## src/rtl/decrementer_pkg.sv

```systemverilog
// Shared definitions for the multi-cycle decrementer: FSM state encoding
// and the default operand width.
package decrementer_pkg;

    localparam int WIDTH_DEFAULT = 4;

    typedef enum logic [1:0] {
        IDLE = 2'd0,
        RUN  = 2'd1,
        DONE = 2'd2
    } state_t;

endpackage

```

## src/rtl/decrementer_dec_cell.sv

```systemverilog
// Single-step decrement cell: produces a-1 (mod 2^W) and a borrow bit that is
// set exactly when the input is zero and the step wraps around.
module dec_cell
    import decrementer_pkg::*;
#(
    parameter int W = WIDTH_DEFAULT
) (
    input  logic [W-1:0] i_a,
    output logic [W-1:0] o_diff,
    output logic         o_borrow
);

    logic [W:0] w_ext;

    // Extend by one bit so the top bit of the subtraction is the borrow.
    assign w_ext    = {1'b0, i_a} - (W+1)'(1);
    assign o_diff   = w_ext[W-1:0];
    assign o_borrow = w_ext[W];

endmodule

```

## src/rtl/decrementer.sv

```systemverilog
// Multi-cycle decrementer: accepts (A, K), subtracts one per cycle K times,
// then presents S = (A-K) mod 2^WIDTH and a sticky borrow until the result
// is taken by the consumer.
module decrementer
    import decrementer_pkg::*;
#(
    parameter int WIDTH = WIDTH_DEFAULT
) (
    input  logic             clk,
    input  logic             rst,
    input  logic             in_valid,
    output logic             in_ready,
    input  logic [WIDTH-1:0] A,
    input  logic [WIDTH-1:0] K,
    output logic             out_valid,
    input  logic             out_ready,
    output logic [WIDTH-1:0] S,
    output logic             B_out,
    output logic             busy
);

    state_t           r_state;
    logic [WIDTH-1:0] r_acc;
    logic [WIDTH-1:0] r_cnt;
    logic             r_borrow;
    logic             r_in_ready;
    logic             r_out_valid;
    logic             r_busy;

    logic [WIDTH-1:0] w_acc_dec;
    logic             w_step_borrow;

    // The one decrement step applied to the accumulator each RUN cycle.
    dec_cell #(
        .W (WIDTH)
    ) u_dec_cell (
        .i_a      (r_acc),
        .o_diff   (w_acc_dec),
        .o_borrow (w_step_borrow)
    );

    // FSM plus datapath registers; handshake flags are registered alongside
    // the state so every output comes straight from a flop.
    always_ff @(posedge clk) begin
        if (rst) begin
            r_state     <= IDLE;
            r_acc       <= '0;
            r_cnt       <= '0;
            r_borrow    <= 1'b0;
            r_in_ready  <= 1'b1;
            r_out_valid <= 1'b0;
            r_busy      <= 1'b0;
        end else begin
            case (r_state)
                IDLE: begin
                    if (in_valid && r_in_ready) begin
                        r_acc      <= A;
                        r_cnt      <= K;
                        r_borrow   <= 1'b0;
                        r_in_ready <= 1'b0;
                        if (K != '0) begin
                            r_state <= RUN;
                            r_busy  <= 1'b1;
                        end else begin
                            // Zero steps: result is A itself, available next cycle.
                            r_state     <= DONE;
                            r_out_valid <= 1'b1;
                        end
                    end
                end
                RUN: begin
                    r_acc <= w_acc_dec;
                    r_cnt <= r_cnt - WIDTH'(1);
                    if (w_step_borrow) begin
                        r_borrow <= 1'b1;
                    end
                    if (r_cnt == WIDTH'(1)) begin
                        r_state     <= DONE;
                        r_busy      <= 1'b0;
                        r_out_valid <= 1'b1;
                    end
                end
                DONE: begin
                    // Return to IDLE on the result handshake; a new request can
                    // only be accepted on the following cycle.
                    if (out_ready) begin
                        r_state     <= IDLE;
                        r_out_valid <= 1'b0;
                        r_in_ready  <= 1'b1;
                    end
                end
                default: begin
                    r_state     <= IDLE;
                    r_in_ready  <= 1'b1;
                    r_out_valid <= 1'b0;
                    r_busy      <= 1'b0;
                end
            endcase
        end
    end

    assign in_ready  = r_in_ready;
    assign out_valid = r_out_valid;
    assign busy      = r_busy;
    assign S         = r_acc;
    assign B_out     = r_borrow;

endmodule
```

## config.mk

```make
export PLATFORM = sky130hd
export DESIGN_NAME = decrementer
export DESIGN_NICKNAME = d
export VERILOG_FILES = /design/src/rtl/decrementer_pkg.sv /design/src/rtl/decrementer_dec_cell.sv /design/src/rtl/decrementer.sv
export SDC_FILE = /design/constraint.sdc
export NUM_CORES = 1
export LEC_CHECK = 0
export ABC_AREA = 1
export CORE_MARGIN = 2
export CORE_UTILIZATION = 47
export DETAILED_ROUTE_END_ITERATION = 12
export PLACE_DENSITY = 0.81
export SYNTH_ARGS = -nofsm -noshare
export SYNTH_HDL_FRONTEND = slang
export SYNTH_SLANG_ARGS = --single-unit
```

## constraint.sdc

```tcl
create_clock -name clk -period 1.7 [get_ports clk]
set_clock_uncertainty 0.2 [all_clocks]
set_input_delay 0.34 -clock clk [delete_from_list [all_inputs] [get_ports clk]]
set_output_delay 0.34 -clock clk [all_outputs]
set_load 0.01 [all_outputs]
```

==> results of run 1 <==
==> routing by layer <==
layer,part of all wire,vias up,wire [µm]
met3,0.065,5,126
met5,0,-,0
li1,-,437,-
met4,0.023,0,44
met1,0.42,362,822
met2,0.49,31,951
==> cell usage in the layout (no fill, tap or decap) <==
cell type / instances
clkdlybuf4s50_1: 11
buf_4: 2
inv_2: 1
dlymetal6s2s_1: 1
o21ai_1: 3
nand3_1: 11
nand3b_1: 1
clkbuf_4: 3
dlygate4sd2_1: 7
nor2_4: 1
a21oi_1: 13
nand2_4: 4
nand4_1: 1
dfxtp_2: 1
nor2_1: 10
ha_1: 3
nand2_2: 1
dfxtp_1: 13
nand2_1: 29
o22ai_1: 1
o211ai_1: 2
o21ai_0: 7
inv_1: 16
==> worst max path at each step <==
stage / startpoint / endpoint / slack (ns)
global route: r_state[0] / out_valid / 0.06
detailed placement: in_valid / r_cnt[3] / -0.08
CTS: S[1] / S[1] / 0.01
floorplan: S[0] / S[1] / 0.38
finish: r_state[0] / r_cnt[3] / 0.18
global placement: in_valid / S[2] / 0.01
==> metrics by stage <==
| step | instances | setup slack [ns] |
|---|---|---|
| floorplan | 120 | 0.385 |
| global placement | 156 | 0.0104 |
| detailed placement | 156 | -0.0833 |
| CTS | 159 | 0.0129 |
| global route | 159 | 0.0566 |
| finish | 159 | 0.180 |
==> timing repair <==
action	in CTS	in global routing
hold endpoints to repair	0	0
endpoints found under the setup margin	7	1
gates resized for setup	8	1
hold buffers	0	0
==> cell type report <==
type	count	area (µm²)	share of cell area
tap	17	21.3	0.0205
sequential	14	282	0.271
clock buffer	3	22.5	0.0217
inverter	17	63.8	0.0614
multi-input combinational	87	452	0.434
timing repair buffer	21	199	0.191
==> worst max-delay path, delay by kind of cell (launching register included) <==
kind / cells / cell delay (ns)
compound gates: 2 / 0.29
flops: 1 / 0.50
simple gates: 2 / 0.24
buf+inv: 1 / 0.19
==> flip-flops by register name, summed over array words and instances (netlist names) <==
| name | flops |
|---|---|
| S | 4 |
| r_cnt | 4 |
| r_state | 2 |
| B_out | 1 |
| busy | 1 |
| in_ready | 1 |
| out_valid | 1 |
==> power groups by stage <==
stage | registers, mW | clock network (mW) | logic [mW]
2_1_floorplan | 0.639 | 0 | 0.817
3_3_place_gp | 0.611 | 0 | 1.13
3_5_place_dp | 0.618 | 0 | 1.19
4_1_cts | 0.609 | 0.198 | 1.14
5_1_grt | 0.632 | 0.208 | 1.28
6_report | 0.609 | 0.196 | 1.14
==> cell families (layout without fill, tap and decap cells) <==
| family | Yosys count | after routing | share of synthesized area |
|---|---|---|---|
| flip-flops | 14 | 14 | 0.343 |
| AND/OR/NAND/NOR | 58 | 58 | 0.339 |
| buffers and inverters | 19 | 41 | 0.106 |
| adder cells (fa/ha/maj) | 3 | 3 | 0.0459 |
| AO/OA/AOI/OAI | 26 | 26 | 0.167 |
==> flow_summary.json, run 1 <==
{
  "rows": 15,
  "yosys-top-cells-area": "dfxtp_1 34%, nand2_1 13%, a21oi_1 8.0%",
  "rsz0062_at_grt": "no",
  "worst_pin_slew_ns": 0.292,
  "synth_nets": 135,
  "ir_drop_mv": 0.825,
  "worstSetupPathType": "register to register",
  "power_density_nw_per_um2": 1870,
  "hold_slack_ns": 0.263,
  "min_path_cells": 2,
  "num_vias": 835,
  "syn_inst": 120,
  "outcome": "complete, no violations",
  "die_h_um": 45.7,
  "finalHoldViolations": 0,
  "area.growth.synth_to_final_pct": 27.1,
  "grt_max_degree": 15,
  "gr-usage-all-layers": 0.213,
  "ys_seq_area_frac": 0.343,
  "postRouteWirelength_mm": 1.95,
  "power.internal_mw": 1.02,
  "drc": 0,
  "synth_top_area_frac": 0.343,
  "htree_levels": 1,
  "ys_types": 18,
  "grtUsageMet2": 0.366,
  "grt_first_pass_wirelength_mm": 3.13,
  "crit_path_end_kind": "register",
  "cts.sinks": 14,
  "p_leak_nw": 0.510,
  "period_minus_slack_ns": 1.52,
  "via_per_inst": 5.25,
  "die_area_um2": 2090,
  "top_usage_layer": "met2",
  "synth_top_area_cell": "dfxtp_1",
  "synth_edf_count": 0,
  "hpwl_mm": 1.51,
  "start_util": 0.484,
  "cts_setup_buffers": 0,
  "setup_viol": 0,
  "critPathMaxFanout": 6,
  "fill_cells": 158,
  "cts-root-buf": "clkbuf_4",
  "p_comb_frac": 0.585,
  "clockBufferDepth": 2,
  "grt_pass1_vias": 743,
  "io_pins": 20,
  "drt_first_pass_iters": 4,
  "ant_nets": 0,
  "path_cells": "nand2_2 > inv_1 > nand2_1 > o21ai_0 > a21oi_1",
  "crit_slowest_cell": "dfxtp_1",
  "numCtsBuffers": 3,
  "gp_congestion": 0.819,
  "critPathLaunchType": "register",
  "yosysMostFrequentCell": "nand2_1",
  "hold_class": "register to register",
  "cts_tree": "done",
  "die_w_um": 45.7,
  "reg2reg_to": "r_cnt[3]",
  "grt_remaining_overflow": 0,
  "drive_gt1_frac": 0.0915,
  "post-route-cell-area_um2": 1040,
  "worst_r2r_startpoint": "r_state[0]",
  "maxCapViolCount": 0,
  "p_seq_frac": 0.314,
  "finish.utilization": 0.616,
  "ys_async_sr_fraction": 0,
  "antenna_found_initial": 0,
  "p_sw_mw": 0.925,
  "clock_latency_ns": 0.29,
  "power_mw": 1.94,
  "drt-initial-drc-count": 43,
  "wl_per_cell_um": 12.2,
  "slowest_delay_ns": 0.50,
  "dpl_cell_area_um2": 1020,
  "worstHoldStart": "busy",
  "reg2reg_slack_ns": 0.18,
  "synth_common_cells": "29 x nand2_1, 16 x inv_1, 14 x dfxtp_1",
  "fp.coreArea_um2": 1690,
  "hold-path-endpoint": "busy",
  "path_clk_slew_ns": 0.09,
  "synth_seq_cells": 14,
  "met1_usage": 0.248,
  "port_buffers": 19,
  "cp.arrival_ns": 1.50,
  "period_share": 0.894,
  "fmax_mhz": 658,
  "fin_setup_tns_ns": 0,
  "num_antenna_cells": 0,
  "fin_nets": 159,
  "crit_required_ns": 1.68,
  "ys_dominant_reg_cell": "dfxtp_1",
  "maxSlewViolCount": 0,
  "pwr-share-clk": 0.101,
  "slew_headroom": 0.805,
  "syn_area_um2": 818,
  "r2r_cells": 5,
  "switching_share": 0.476,
  "yosysWarningCount": 0,
  "syn_area_per_cell_um2": 6.82,
  "grtUsageMet3": 0.0397
}
(Power assumes the default switching activity.)
==> inputs of run 2 (changes only) <==
- CTS_CLUSTER_DIAMETER: not set -> 30
- clock period: 1.7 -> 1.4 ns (I/O delays scaled with it)
==> run 2 against run 1 <==
Net effect:
- worst hold slack worse by 0.0029 ns
- critical path type is now primary input to register
- sequential cell count unchanged
- critical path depth up 2
- routed wire length up 0.21%
- combinational power up 44%
- worst setup slack worse by 0.15 ns
- largest cell class unchanged
- via count up 4.8%
- die area unchanged
==> flow_summary.json, run 2 (synthesis results as in run 1) <==
{
  "gr-usage-all-layers": 0.216,
  "grt_remaining_overflow": 0,
  "drt_first_pass_iters": 4,
  "grt_max_degree": 14,
  "worst_pin_slew_ns": 0.248,
  "num_antenna_cells": 0,
  "slew_headroom": 0.834,
  "die_area_um2": 2090,
  "crit_path_end_kind": "register",
  "rsz0062_at_grt": "yes",
  "htree_levels": 1,
  "reg2reg_to": "busy",
  "final.setup.worst_slack_ns": 0.0314,
  "dpl_worst_slack_ns": -0.260,
  "clock_latency_ns": 0.29,
  "cts-root-buf": "clkbuf_4",
  "r2r_cells": 8,
  "io_pins": 20,
  "met1_usage": 0.270,
  "drt-initial-drc-count": 17,
  "gp_congestion": 0.904,
  "outcome": "complete, no violations",
  "cts_tree": "done",
  "top_usage_layer": "met2",
  "numCtsBuffers": 3,
  "drive_gt1_frac": 0.204,
  "maxSlewViolCount": 0,
  "fin_setup_tns_ns": 0,
  "critPathLaunchType": "primary input",
  "period_share": 0.978,
  "worstSetupPathType": "primary input to register",
  "fin_nets": 169,
  "setup_viol": 0,
  "die_w_um": 45.7,
  "hold-path-endpoint": "out_valid",
  "hpwl_mm": 1.45,
  "area.growth.synth_to_final_pct": 37.9,
  "p_leak_nw": 0.536,
  "rows": 15,
  "final_common_cell": "nand2_1",
  "path_clk_slew_ns": 0.08,
  "drc": 0,
  "maxCapViolCount": 0,
  "holdBufCountCts": 0,
  "min_path_cells": 2,
  "num_vias": 875,
  "grt_first_pass_wirelength_mm": 3.22,
  "wl_per_cell_um": 11.5,
  "grtUsageMet2": 0.349,
  "grtUsageMet3": 0.0476,
  "cts.sinks": 14,
  "layout.cells.most_common_list": "28 x nand2_1, 14 x inv_1, 12 x a21oi_1, 12 x buf_4",
  "worstHoldStart": "out_valid",
  "finalHoldViolations": 0,
  "postRouteWirelength_mm": 1.95,
  "critPathMaxFanout": 13,
  "period_minus_slack_ns": 1.37,
  "reg2reg_slack_ns": 0.05,
  "power_density_nw_per_um2": 2300,
  "fmax_mhz": 731,
  "ir_drop_mv": 1.18,
  "ant_nets": 0,
  "via_per_inst": 5.18,
  "clockBufferDepth": 2,
  "cts_setup_buffers": 0,
  "crit_required_ns": 1.42,
  "hold_class": "register to register",
  "fp.coreArea_um2": 1690,
  "cp.arrival_ns": 1.39,
  "worst_r2r_startpoint": "r_cnt[1]",
  "antenna_found_initial": 0,
  "grt_pass1_vias": 761,
  "die_h_um": 45.7,
  "start_util": 0.484,
  "port_buffers": 19
}
==> run 2: worst max-delay path: stages <==
cell and delay (ns):
clkdlybuf4s50_1 0.49, nand2_1 0.09, nand2_4 0.11, nand2_4 0.11, inv_1 0.10, o211ai_1 0.08, a21oi_1 0.12
==> run 2: where the power goes <==
part	switching (mW)	leakage, nW	total [mW]	internal [mW]
sequential	0.130	0.117	0.728	0.598
clock	0.134	0.0138	0.234	0.100
combinational	0.903	0.404	1.64	0.735
==> run 2: through the flow <==
step | instances | cell area [µm²] | power [mW] | utilization | hold WS (ns)
floorplan | 120 | 818 | 1.77 | - | 0.149
global placement | 166 | 1100 | 2.31 | 0.650 | 0.249
detailed placement | 166 | 1100 | 2.37 | 0.650 | 0.260
CTS | 169 | 1110 | 2.54 | 0.659 | 0.269
global route | 169 | 1130 | 2.85 | 0.668 | 0.284
finish | 169 | 1130 | 2.60 | 0.668 | 0.261
==> run 2: how the worst max path moves through the flow <==
stage	start	endpoint	slack, ns	depth (start not counted)
final	in_valid	S[2]	0.03	7
after global routing	r_cnt[1]	busy	-0.05	8
after CTS	r_state[1]	r_state[0]	0.01	7
after detailed placement	in_valid	S[2]	-0.26	7
after global placement	in_valid	S[2]	-0.22	7
after floorplan	S[0]	S[1]	0.08	5
==> run 2: metal layers <==
| metal | vias to the layer above | routed length [µm] |
|---|---|---|
| li1 | 452 | - |
| met1 | 401 | 920 |
| met2 | 17 | 923 |
| met3 | 5 | 67 |
| met4 | 0 | 38 |
| met5 | - | 0 |
==> run 2: area by class of cell <==
type | count | area (µm²)
inverter | 17 | 63.8
multi-input combinational | 87 | 458
tap | 17 | 21.3
sequential | 14 | 287
fill | 149 | 561
timing repair buffer | 31 | 277
clock buffer | 3 | 22.5
==> run 2: what timing repair did <==
| action | 4_1_cts | 5_1_grt |
|---|---|---|
| endpoints found under the setup margin | 9 | 19 |
| pin swaps | 0 | 2 |
| gates resized for setup | 10 | 15 |
